[config.mk]
export PLATFORM = sky130hd
export DESIGN_NAME = blockmem_2p_rd_stream
export DESIGN_NICKNAME = d
export VERILOG_FILES = /design/src/rtl/blockmem_2p_rd_pkg.sv /design/src/rtl/blockmem_rd_fifo.sv /design/src/rtl/blockmem_2p_rd_stream.sv
export SDC_FILE = /design/constraint.sdc
export NUM_CORES = 1
export LEC_CHECK = 0
export ABC_AREA = 1
export CELL_PAD_IN_SITES_DETAIL_PLACEMENT = 0
export CELL_PAD_IN_SITES_GLOBAL_PLACEMENT = 1
export CORE_UTILIZATION = 43
export CTS_CLUSTER_DIAMETER = 200
export DETAILED_ROUTE_END_ITERATION = 16
export PLACE_DENSITY = 0.85
export SLEW_MARGIN = 20
export SYNTH_ARGS = -nofsm -noshare
export SYNTH_HDL_FRONTEND = slang
export SYNTH_SLANG_ARGS = --single-unit
[constraint.sdc]
create_clock -name clk -period 2.1 [get_ports clk]
set_input_delay 0.315 -clock clk [delete_from_list [all_inputs] [get_ports clk]]
set_output_delay 0.315 -clock clk [all_outputs]
set_load 0.05 [all_outputs]
[src/rtl/blockmem_2p_rd_pkg.sv]
// blockmem_2p_rd_pkg: shared state type and address wrap helper for the port-B read engine
package blockmem_2p_rd_pkg;
  typedef enum logic [1:0] {IDLE, ISSUE, DRAIN} rd_state_t;
  function automatic logic [31:0] f_addr_inc(input logic [31:0] addr, input logic [31:0] depth);
    return (addr == depth - 32'd1) ? 32'd0 : addr + 32'd1;
  endfunction
endpackage

[src/rtl/blockmem_rd_fifo.sv]
// blockmem_rd_fifo: show-ahead FIFO buffering read words (data plus last bit) for the output stream
module blockmem_rd_fifo #(
  parameter int G_WIDTH = 33,
  parameter int G_DEPTH = 4
) (
  input  logic                     clk,
  input  logic                     resetn,
  input  logic                     wr,
  input  logic [G_WIDTH-1:0]       wdata,
  input  logic                     rd,
  output logic [G_WIDTH-1:0]       rdata,
  output logic                     empty,
  output logic [$clog2(G_DEPTH):0] count
);
  localparam int AW = $clog2(G_DEPTH);
  logic [G_WIDTH-1:0] mem [G_DEPTH];
  logic [AW-1:0] wp, rp;
  always_ff @(posedge clk)
    if (wr) mem[wp] <= wdata;
  always_ff @(posedge clk or negedge resetn)
    if (!resetn) begin
      wp    <= '0;
      rp    <= '0;
      count <= '0;
    end else begin
      if (wr) wp <= wp + AW'(1);
      if (rd) rp <= rp + AW'(1);
      count <= count + (AW+1)'(wr) - (AW+1)'(rd);
    end
  assign empty = count == '0;
  // Head is forced to zero when empty so the stream outputs read as zero after reset
  assign rdata = empty ? '0 : mem[rp];
endmodule

[src/rtl/blockmem_2p_rd_stream.sv]
// blockmem_2p_rd_stream: burst read engine for blockmem_2p port B with a credit-checked valid/ready output
module blockmem_2p_rd_stream
  import blockmem_2p_rd_pkg::*;
#(
  parameter int G_DATAWIDTH = 32,
  parameter int G_MEMDEPTH  = 1024,
  parameter int G_ADDRWIDTH = $clog2(G_MEMDEPTH),
  parameter int G_RDLATENCY = 1,
  parameter int G_FIFODEPTH = 4
) (
  input  logic                   clk,
  input  logic                   resetn,
  input  logic                   req_valid,
  output logic                   req_ready,
  input  logic [G_ADDRWIDTH-1:0] req_addr,
  input  logic [G_ADDRWIDTH-1:0] req_len,
  output logic                   enb,
  output logic [G_ADDRWIDTH-1:0] addrb,
  input  logic [G_DATAWIDTH-1:0] doutb,
  output logic                   m_valid,
  input  logic                   m_ready,
  output logic [G_DATAWIDTH-1:0] m_data,
  output logic                   m_last,
  output logic                   busy
);
  localparam int CW = $clog2(G_FIFODEPTH) + 1;
  rd_state_t state, state_nxt;
  logic [G_ADDRWIDTH-1:0] addr, len;
  logic [G_ADDRWIDTH:0] issue_cnt;
  logic [G_RDLATENCY-1:0] inflight, inflight_last;
  logic [CW-1:0] fifo_count;
  logic [G_DATAWIDTH:0] head;
  logic fifo_empty, issue_last, pop, accept;
  int pending;
  assign req_ready  = state == IDLE;
  assign busy       = state != IDLE;
  assign accept     = req_valid && req_ready;
  assign issue_last = issue_cnt == {1'b0, len};
  assign addrb      = addr;
  assign m_valid    = !fifo_empty;
  assign {m_last, m_data} = head;
  assign pop        = m_valid && m_ready;
  // Every word already buffered or still in the memory pipeline holds a FIFO slot
  always_comb begin
    pending = int'(fifo_count);
    for (int i = 0; i < G_RDLATENCY; i++) pending = pending + int'(inflight[i]);
    enb = (state == ISSUE) && (pending < G_FIFODEPTH);
  end
  always_comb begin
    state_nxt = state;
    unique case (state)
      IDLE:    if (req_valid) state_nxt = ISSUE;
      ISSUE:   if (enb && issue_last) state_nxt = DRAIN;
      DRAIN:   if (pop && m_last) state_nxt = IDLE;
      default: state_nxt = IDLE;
    endcase
  end
  always_ff @(posedge clk or negedge resetn)
    if (!resetn) state <= IDLE;
    else state <= state_nxt;
  always_ff @(posedge clk or negedge resetn)
    if (!resetn) begin
      addr          <= '0;
      len           <= '0;
      issue_cnt     <= '0;
      inflight      <= '0;
      inflight_last <= '0;
    end else begin
      if (accept) begin
        addr      <= req_addr;
        len       <= req_len;
        issue_cnt <= '0;
      end else if (enb) begin
        addr      <= G_ADDRWIDTH'(f_addr_inc(32'(addr), 32'(G_MEMDEPTH)));
        issue_cnt <= issue_cnt + (G_ADDRWIDTH+1)'(1);
      end
      inflight      <= (inflight << 1) | G_RDLATENCY'(enb);
      inflight_last <= (inflight_last << 1) | G_RDLATENCY'(enb && issue_last);
    end
  blockmem_rd_fifo #(
    .G_WIDTH(G_DATAWIDTH + 1),
    .G_DEPTH(G_FIFODEPTH)
  ) u_fifo (
    .clk   (clk),
    .resetn(resetn),
    .wr    (inflight[G_RDLATENCY-1]),
    .wdata ({inflight_last[G_RDLATENCY-1], doutb}),
    .rd    (pop),
    .rdata (head),
    .empty (fifo_empty),
    .count (fifo_count)
  );
endmodule

# After elaboration in Yosys (flattened, before gate mapping)
# Memories as Yosys holds them, arrays and structs flattened.
# Index checks and enable logic that the tools add are counted.
# classes
add_sub_neg,7
magnitude_cmp,1
eq_ne,7
mux,12
n_reduce_logical,11
# op_table
operator,n
2-to-1 mux 33 bit,1
2-to-1 mux 10 bit,3
2-to-1 mux 11 bit,2
"adder 11 x 1 -> 11 bit, second input constant",1
equality test 11 x 10 -> 1 bit,1
"adder 10 x 1 -> 10 bit, second input constant",1
"equality test 10 bit, second input constant",1
2-to-1 mux 2 bit,3
case mux 2 bit (3 select lines),1
logical AND 1 bit,5
"adder 2 x 1 -> 2 bit, second input constant",2
adder 3 x 1 -> 4 bit,1
"less-than comparator 4 x 3 -> 1 bit, second input constant",1
"!= test 2 bit, second input constant",2
nonzero test 2 bit,2
adder 3 x 1 -> 3 bit,1
logical NOT 3 bit,1
AND reduction 3 bit,1
subtractor 3 x 1 -> 3 bit,1
"equality test 2 x 1 -> 1 bit, second input constant",1
"equality test 2 bit, second input constant",1
logical NOT 2 bit,1
2-to-1 mux 1 bit,2
"!= test 2 x 1 -> 1 bit, second input constant",1
logical NOT 1 bit,1
# totals
regBits,42
ramBits,132
inputBits,56
out_inout_bits,47
wordCells,48
n_memories,1
# mem_list
memory,depth,word_bits,read_ports,rd_ports_with_merged_regs,write_ports,line_no,text
u_fifo.mem,4,33,1,0,1,blockmem_rd_fifo.sv:16,logic [G_WIDTH-1:0] mem [G_DEPTH];

# Logic depth before layout (Yosys ltp)
# Gate-level depths: netlist of the first run.
# depth
depth_word,6
depth_mapped,10

# By module
# From an unflattened synthesis of the first run, not the netlist that was laid out.
# unflattened
hier_cells,848
area_unflattened_um2,8120.3
# by_module_without_submodules
mod,instances,cells_each,area_per_inst_um2,seq_area_each_um2
blockmem_rd_fifo,1,563,6018.3,4139.0
blockmem_2p_rd_stream,1,285,2102.0,875.8

# Worst setup path after synthesis of the first run
# Ideal clock, no wire load.
# synth_path
path_type,register to output
startpoint,register u_fifo.count[1]
endpoint,output port m_data[23]
t_arrival_ns,2.027
setup_slack_ns,-0.242
stages_incl_launch_ff,6
n_path_buf,1
path_cell_list,dfrtp_1 -> nor2_1 -> nand2_1 -> inv_1 -> clkbuf_1 -> a21oi_1
# synth_between
elab_chain_cells,2
# synth_lines
element,line_no,text
"start, declared",blockmem_rd_fifo.sv:13,output logic [$clog2(G_DEPTH):0] count
"start signal, assigned",blockmem_rd_fifo.sv:28,count <= count + (AW+1)'(wr) - (AW+1)'(rd);
logical NOT 3 bit,blockmem_rd_fifo.sv:30,assign empty = count == '0;
2-to-1 mux 33 bit,blockmem_rd_fifo.sv:32,assign rdata = empty ? '0 : mem[rp];
"end, declared",blockmem_2p_rd_stream.sv:22,"output logic [G_DATAWIDTH-1:0] m_data,"
# No other way between the ends.

# Worst setup path after layout of the first run
# layout_path
startpoint,register u_fifo.rp[0]
endpoint,output port m_data[17]
# layout_between
elab_chain_cells,2
# layout_lines
element,line_no,text
"start, declared",blockmem_rd_fifo.sv:17,"logic [AW-1:0] wp, rp;"
"start signal, assigned",blockmem_rd_fifo.sv:27,if (rd) rp <= rp + AW'(1);
memory (4 x 33 bit),--,
2-to-1 mux 33 bit,blockmem_rd_fifo.sv:32,
# No other way between the ends.

==> impl_results.md, run 1 <==
* Setup WS pre-CTS at 92.0 ps
* Crit path DAT at 1790 ps
* Crit path launch type: flop
* HPWL after detailed placement at a little over 10 mm
* Die width at between 100 and 150 um
* Fin crit share at 1.00
* First-pass GRT wire length at ~26 mm
* YS warnings at 0
* Die Area at between 0.015 and 0.02 mm^2
* Post-Layout Cell Count at about 1.1k
* Post-route DRC at 0
* RR Startpoint: u_fifo.count[2]$_DFF_PN0_
* Routed WL per cell at approximately 15 um
* Reg2Reg Depth at 10
* CTS tree: built
* Number of clock sinks at roughly 170
* TritonRoute pass-1 iters at 5
* Slew @ Worst Pin at around 520 ps
* Initial core utilization at 0.439
* Root Buffer: clkbuf_16
* Total gr overflow at 0
* Largest net degree at the start of global routing at 45
* Relative slew slack at 0.652
* Post-route ant nets at 0
* Mapped Nets at 796
* Mapped Area at about 0.0076 mm^2
* Synth area leader: edfxtp_1
* Later-pin clock latency in the skew report at between 400 and 500 ps
* RD Place Congestion at just over 0.8
* Reg2Reg Capture Point: u_fifo.count[2]$_DFF_PN0_
* Area Overhead vs Synth at 33.7%
* Finish-stage setup viols at 1
* Final hold violation count at 0
* Crit path launch: u_fifo.rp[0]$_DFFE_PN0P_
* Clk_skew at a little over 7 ps
* Core Region at ~0.017 mm^2
* Total Neg Setup Slack at -0.389 ps
* Leakage dissipation at 3.96 nW
* Setup CP Type: reg2out
* F_max at 476 MHz
* PD cells at 1830 mW/mm^2
* Std cell rows at 48
* Post-Route WL at between 15 and 20 mm
* Failing checks: negative setup slack
* Max-slew violation count at 0
* Peak VDD IR at roughly 1.3 mV
* Worst endpoint required time at between 1500 and 2000 ps
* CTS Buffer Depth at 2
* Port Buffers at 102
* Vias in the first global route at roughly 5.4k
* Share of the synthesized area in the top cell type at 0.524
* Status: finished, violations left
* Worst-path clk slew at ~70 ps
* Synthesized instance count at 730
* GRT Util Overall at 0.189
* Worst-path fanout max at 44
* Placed cell count at around 1.0k
* Flop-to-flop setup slack at 220 ps
* RSZ-0062 raised after global routing: true
* Layout cells sized above 1 at 0.166
* H-tree Lvls at 4
* Vias per cell at around 5
* Initial antenna violation count at 0
* Ant diodes at 0
* Setup ws final at -0.389 ps
* Crit end category: output pin
* Yosys reg bits at 174
* Synth cell types at 28
* IO Pins at 103
* Routed via count at about 5.5k
* Worst hold path type: in2async
* Area contributors post-synth: edfxtp_1, dfrtp_1, nor2_1
* Vert. Die Dim at between 100 and 150 um
* End of the critical path: m_data[17]
* Initial DRC Count at about 340
* Nets at about 920
* Synthesized area per cell at 10.4 um^2
* Crit path time final at 2100 ps
* Register area share after synthesis at 0.663
* Clock buffer count from CTS at 17
* Maxcap violations at 0
timing repair:
action / CTS / global route
hold buffers: 1 / 0
setup endpoints to repair: 33 / 32
resized for setup: 16 / 35
cloned: 0 / 2
pin swaps: 4 / 5
hold endpoints to repair: 15 / 0
setup buffers: 1 / 2
registers in the layout (all words and copies together) (netlist names):
name,count
u_fifo.rp,2
inflight,1
u_fifo.mem,132
u_fifo.count,3
state,2
inflight_last,1
addrb,10
u_fifo.wp,2
len,10
issue_cnt,11
placed cells by master (no fill, tap or decap), types with 4 or more instances in the layout:
master and count:
edfxtp_1 132, dfrtp_1 40, inv_1 46, o21ai_0 81, clkdlybuf4s50_1 64, a21oi_1 15, ha_1 9, o21ai_1 4
nand2_2 6, nand4_1 15, clkbuf_16 23, nand2_1 114, inv_6 5, nor2_2 5, xor2_1 5, nor2_1 156
buf_4 18, a21oi_2 24, buf_12 38, nand3_1 31, clkinv_4 4
per-layer routing:
| metal | vias to the layer above | global-route usage | wire (um) | part of all wire |
|---|---|---|---|---|
| li1 | 2715 | - | - | - |
| met1 | 2615 | 0.231 | 7000 | 0.42 |
| met2 | 147 | 0.329 | 8420 | 0.51 |
| met3 | 14 | 0.0458 | 986 | 0.060 |
| met4 | 0 | 0.0568 | 140 | 0.0085 |
| met5 | - | 0 | 0 | 0 |
kinds of logic after synthesis:
family          after synthesis  share of synthesized area
simple gates                332                      0.181
fa+ha+maj                    10                     0.0175
buf+inv                      83                     0.0470
flops                       174                      0.663
xor+xnor                      5                    0.00579
compound gates              126                     0.0860
worst min-delay path by stage:
stage / from / end / cells past startpoint
3_3_place_gp: resetn / issue_cnt[5]$_DFFE_PN0P_ / 1
2_1_floorplan: resetn / addrb[0]$_DFFE_PN0P_ / 0
4_1_cts: resetn / issue_cnt[5]$_DFFE_PN0P_ / 2
3_5_place_dp: resetn / issue_cnt[5]$_DFFE_PN0P_ / 1
6_report: resetn / issue_cnt[5]$_DFFE_PN0P_ / 2
5_1_grt: resetn / issue_cnt[5]$_DFFE_PN0P_ / 2
layout make-up:
type                            instances  area, um^2
Fill cell                            1396        7130
Timing Repair Buffer                  133        1780
Clock inverter                         15         136
Inverter                               50         193
Clock buffer                           17         425
Sequential cell                       174        5020
Multi-Input combinational cell        473        2280
Tap cell                              225         282
Yosys cell counts:
| cell type | instances |
|---|---|
| nand3_2 | 2 |
| nor2_1 | 158 |
| clkbuf_1 | 13 |
| o21ai_0 | 83 |
| nor2_2 | 3 |
| clkbuf_2 | 4 |
| a21oi_1 | 35 |
| nand2_2 | 5 |
| edfxtp_1 | 132 |
| xor2_1 | 5 |
| buf_2 | 10 |
| fa_1 | 1 |
| a21oi_2 | 4 |
| ha_1 | 9 |
| buf_4 | 3 |
| dfrtp_1 | 42 |
| buf_1 | 1 |
| inv_2 | 1 |
| nor2_4 | 1 |
| inv_1 | 49 |
| nand2_1 | 115 |
| o21ai_1 | 2 |
| nor3_1 | 1 |
| buf_6 | 2 |
| o211ai_1 | 2 |
| nand4_1 | 15 |
| or2_2 | 1 |
| nand3_1 | 31 |
critical path, cell delays in order (launching register included):
cell	delay (ps)
dfrtp_2	410
buf_12	230
nor2_1	70
nor2_1	80
o21ai_0	100
a21oi_1	250
clkbuf_16	210
through the flow:
stage                     power, W  hold slack (ps)  utilization  cell area [um^2]
after floorplan             0.0107             19.4            -              7570
after global placement      0.0149              275        0.541              9320
after detailed placement    0.0151              283        0.541              9320
after CTS                   0.0182              365        0.577              9940
after global routing        0.0195              392        0.587             10100
final                       0.0185              373        0.587             10100
report_power, final:
part | total, W | switching, W | internal, W
clock network | 0.00296 | 0.00132 | 0.00165
logic | 0.0103 | 0.00607 | 0.00427
registers | 0.00517 | 0.000465 | 0.00470
Note: power is estimated with default switching activity, not from simulation.
==> run 2, diff against run 1 <==
--- a/config.mk
+++ b/config.mk
@@ -6,11 +6,10 @@
 export NUM_CORES = 1
 export LEC_CHECK = 0
 export ABC_AREA = 1
-export CELL_PAD_IN_SITES_DETAIL_PLACEMENT = 0
-export CELL_PAD_IN_SITES_GLOBAL_PLACEMENT = 1
-export CORE_UTILIZATION = 43
+export CORE_UTILIZATION = 55
 export CTS_CLUSTER_DIAMETER = 200
 export DETAILED_ROUTE_END_ITERATION = 16
+export MAX_ROUTING_LAYER = met4
 export PLACE_DENSITY = 0.85
 export SLEW_MARGIN = 20
 export SYNTH_ARGS = -nofsm -noshare
==> impl_results.md, run 2 (same netlist as run 1, synthesis figures left out) <==
* Total power at 0.0194 W (+4.9%)
* Relative slew slack at 0.665 (+0.0128)
* Setup ws final at -182 ps (-182 ps)
* Slew @ Worst Pin at 501 ps (-19.1 ps)
* GRT Util Overall at 0.267 (+0.0781)
* Finish-stage setup viols at 23 (+22)
* DR WL met2 at 10.2 mm (+21%)
* Total gr overflow at 0 (unchanged)
* Total Neg Setup Slack at -1470 ps (-1470 ps)
* F_max at 438 MHz (-8.0%)
* Max-slew violation count at 0 (unchanged)
* Worst-path fanout max at 6 (-86%)
* Root Buffer: clkbuf_16
* Commonest non-fill, non-tap cells in the layout: nor2_1, edfxtp_1, nand2_1
* Worst-path clk slew at 70 ps (about the same)
* Peak VDD IR at 0.958 mV (-28%)
* Max reg flops at 132 (unchanged)
* Worst hold path type: in2async
* TritonRoute pass-1 iters at 6 (+1)
* Finished layout cell area at 0.0102 mm^2 (+0.94%)
* Setup CP Type: reg2out
* Worst endpoint required time at 1780 ps (about the same)
* RR Startpoint: u_fifo.count[2]$_DFF_PN0_
* Die Area at 0.0142 mm^2 (-22%)
* Initial core utilization at 0.567 (+0.128)
* Post-Route WL at 20.4 mm (+23%)
* Core Region at 0.0133 mm^2 (-23%)
* Largest net degree at the start of global routing at 46 (+2.2%)
* Top flop regs: u_fifo.mem x132, issue_cnt x11
* Leakage dissipation at 4.01 nW (+1.2%)
* Layout cells sized above 1 at 0.190 (+0.0237)
* CTS tree: built
* Die width at 119 um (-11%)
* Post-route DRC at 0 (unchanged)
* H-tree Lvls at 4 (unchanged)
* Std cell rows at 42 (-13%)
* Crit path launch: u_fifo.rp[0]$_DFFE_PN0P_
* CTS Buffer Depth at 2 (unchanged)
* Crit end category: output pin
* Number of clock sinks at 174 (unchanged)
* Failing checks: negative setup slack
* Vias per cell at 5.83 (+15%)
* Crit path DAT at 1970 ps (+180 ps)
* Status: finished, violations left
* Area after DPL at 0.00921 mm^2 (-1.2%)
* Reg2Reg Depth at 10 (unchanged)
* Fin crit share at 1.09 (+0.0866)
* Most common cell after layout, fill and taps aside: nor2_1
* Initial DRC Count at 735 (+120%)
* Nets at 919 (+0.44%)
* Crit path launch type: flop
* Reg with most FFs: u_fifo.mem
* Later-pin clock latency in the skew report at 440 ps (+20 ps)
* Port Buffers at 102 (unchanged)
* Fin Hold WS at 330 ps (-42.7 ps)
* End of the critical path: m_data[14]
* Post-route ant nets at 0 (unchanged)
* Final core utilization at 0.765 (+0.178)
* Reg2Reg Capture Point: u_fifo.count[2]$_DFF_PN0_
* Maxcap violations at 0 (unchanged)
* Met3 WL at 1.85 mm (+88%)
* Routed via count at 6,065 (+10%)
* Met1 WL at 7.63 mm (+9.1%)
* RSZ-0062 raised after global routing: true
* Area Overhead vs Synth at 34.9%
* Initial antenna violation count at 0 (unchanged)
* Flop-to-flop setup slack at 190 ps (-30 ps)
* Vert. Die Dim at 119 um (-11%)
* Routed WL per cell at 19.6 um (+29%)
* RD Place Congestion at 0.900 (+11%)
* Vias in the first global route at 5,813 (+8.7%)
* Crit path time final at 2280 ps (+182 ps)
* IO Pins at 103 (unchanged)
* Clk_skew at 12.9 ps (+5.85 ps)
* PD cells at 1900 mW/mm^2 (+3.9%)
* Final hold violation count at 0 (unchanged)
* Ant diodes at 0 (unchanged)
* Clock buffer count from CTS at 17 (unchanged)
* First-pass GRT wire length at 27.5 mm (+5.7%)
* HPWL after detailed placement at 10.4 mm (+2.0%)
* Highest metal used: met4
==> run 2: cell count changes in the layout (fill, tap and decap cells not counted), moves of 2 or more <==
cell / before / now
o21ai_0: 81 / 56
o21ai_1: 4 / 27
a21oi_1: 15 / 4
a21oi_2: 24 / 35
buf_12: 38 / 44
nor2_1: 156 / 151
clkinv_4: 4 / 1
inv_6: 5 / 8
nor2_4: 1 / 4
nor2_2: 5 / 7
o21ai_2: 0 / 2
==> run 2: final cells by class <==
cell class                      instances  area [um^2]
Sequential cell                       174         5020
Fill cell                             744         3140
Multi-Input combinational cell        473         2350
Timing Repair Buffer                  137         1870
Clock buffer                           18          429
Tap cell                              176          220
Inverter                               50          190
Clock inverter                         13          129
==> run 2: worst max-delay path: stages, from the launching register on <==
cell and delay (ps):
dfrtp_2 430, buf_4 140, buf_12 110, nor2_1 50
nor2_1 150, o21ai_1 170, a21oi_2 290, buf_12 180
==> run 2: metal layers <==
metal	global-route usage	vias up
met3	0.0594	71
met5	-	-
met1	0.313	2903
met4	0.161	0
li1	-	2721
met2	0.422	370
==> run 2: timing repair <==
| action | in CTS | in global routing |
|---|---|---|
| hold buffers | 1 | 0 |
| setup buffers | 1 | 4 |
| endpoints found under the setup margin | 35 | 34 |
| cloned | 0 | 7 |
| pin swaps | 13 | 16 |
| endpoints found under the hold margin | 14 | 0 |
| resized for setup | 35 | 56 |
==> run 2: worst min-delay path by stage <==
stage                                     endpoint  cells after the start
after global routing      issue_cnt[5]$_DFFE_PN0P_                      2
after CTS                 issue_cnt[5]$_DFFE_PN0P_                      2
after global placement        addrb[2]$_DFFE_PN0P_                      1
after floorplan               addrb[0]$_DFFE_PN0P_                      0
final                     issue_cnt[5]$_DFFE_PN0P_                      2
after detailed placement  issue_cnt[5]$_DFFE_PN0P_                      1
==> run 2: where the power goes <==
group	switching, W	internal (W)
Combinational	0.00666	0.00447
Sequential	0.000532	0.00471
Clock	0.00136	0.00165
==> run 2: through the flow <==
| step | cells | worst slack [ps] |
|---|---|---|
| 6_report | 1041 | -182 |
| 3_3_place_gp | 997 | 105 |
| 4_1_cts | 1030 | -45.6 |
| 5_1_grt | 1041 | -228 |
| 2_1_floorplan | 730 | -69.3 |
| 3_5_place_dp | 997 | 53.1 |
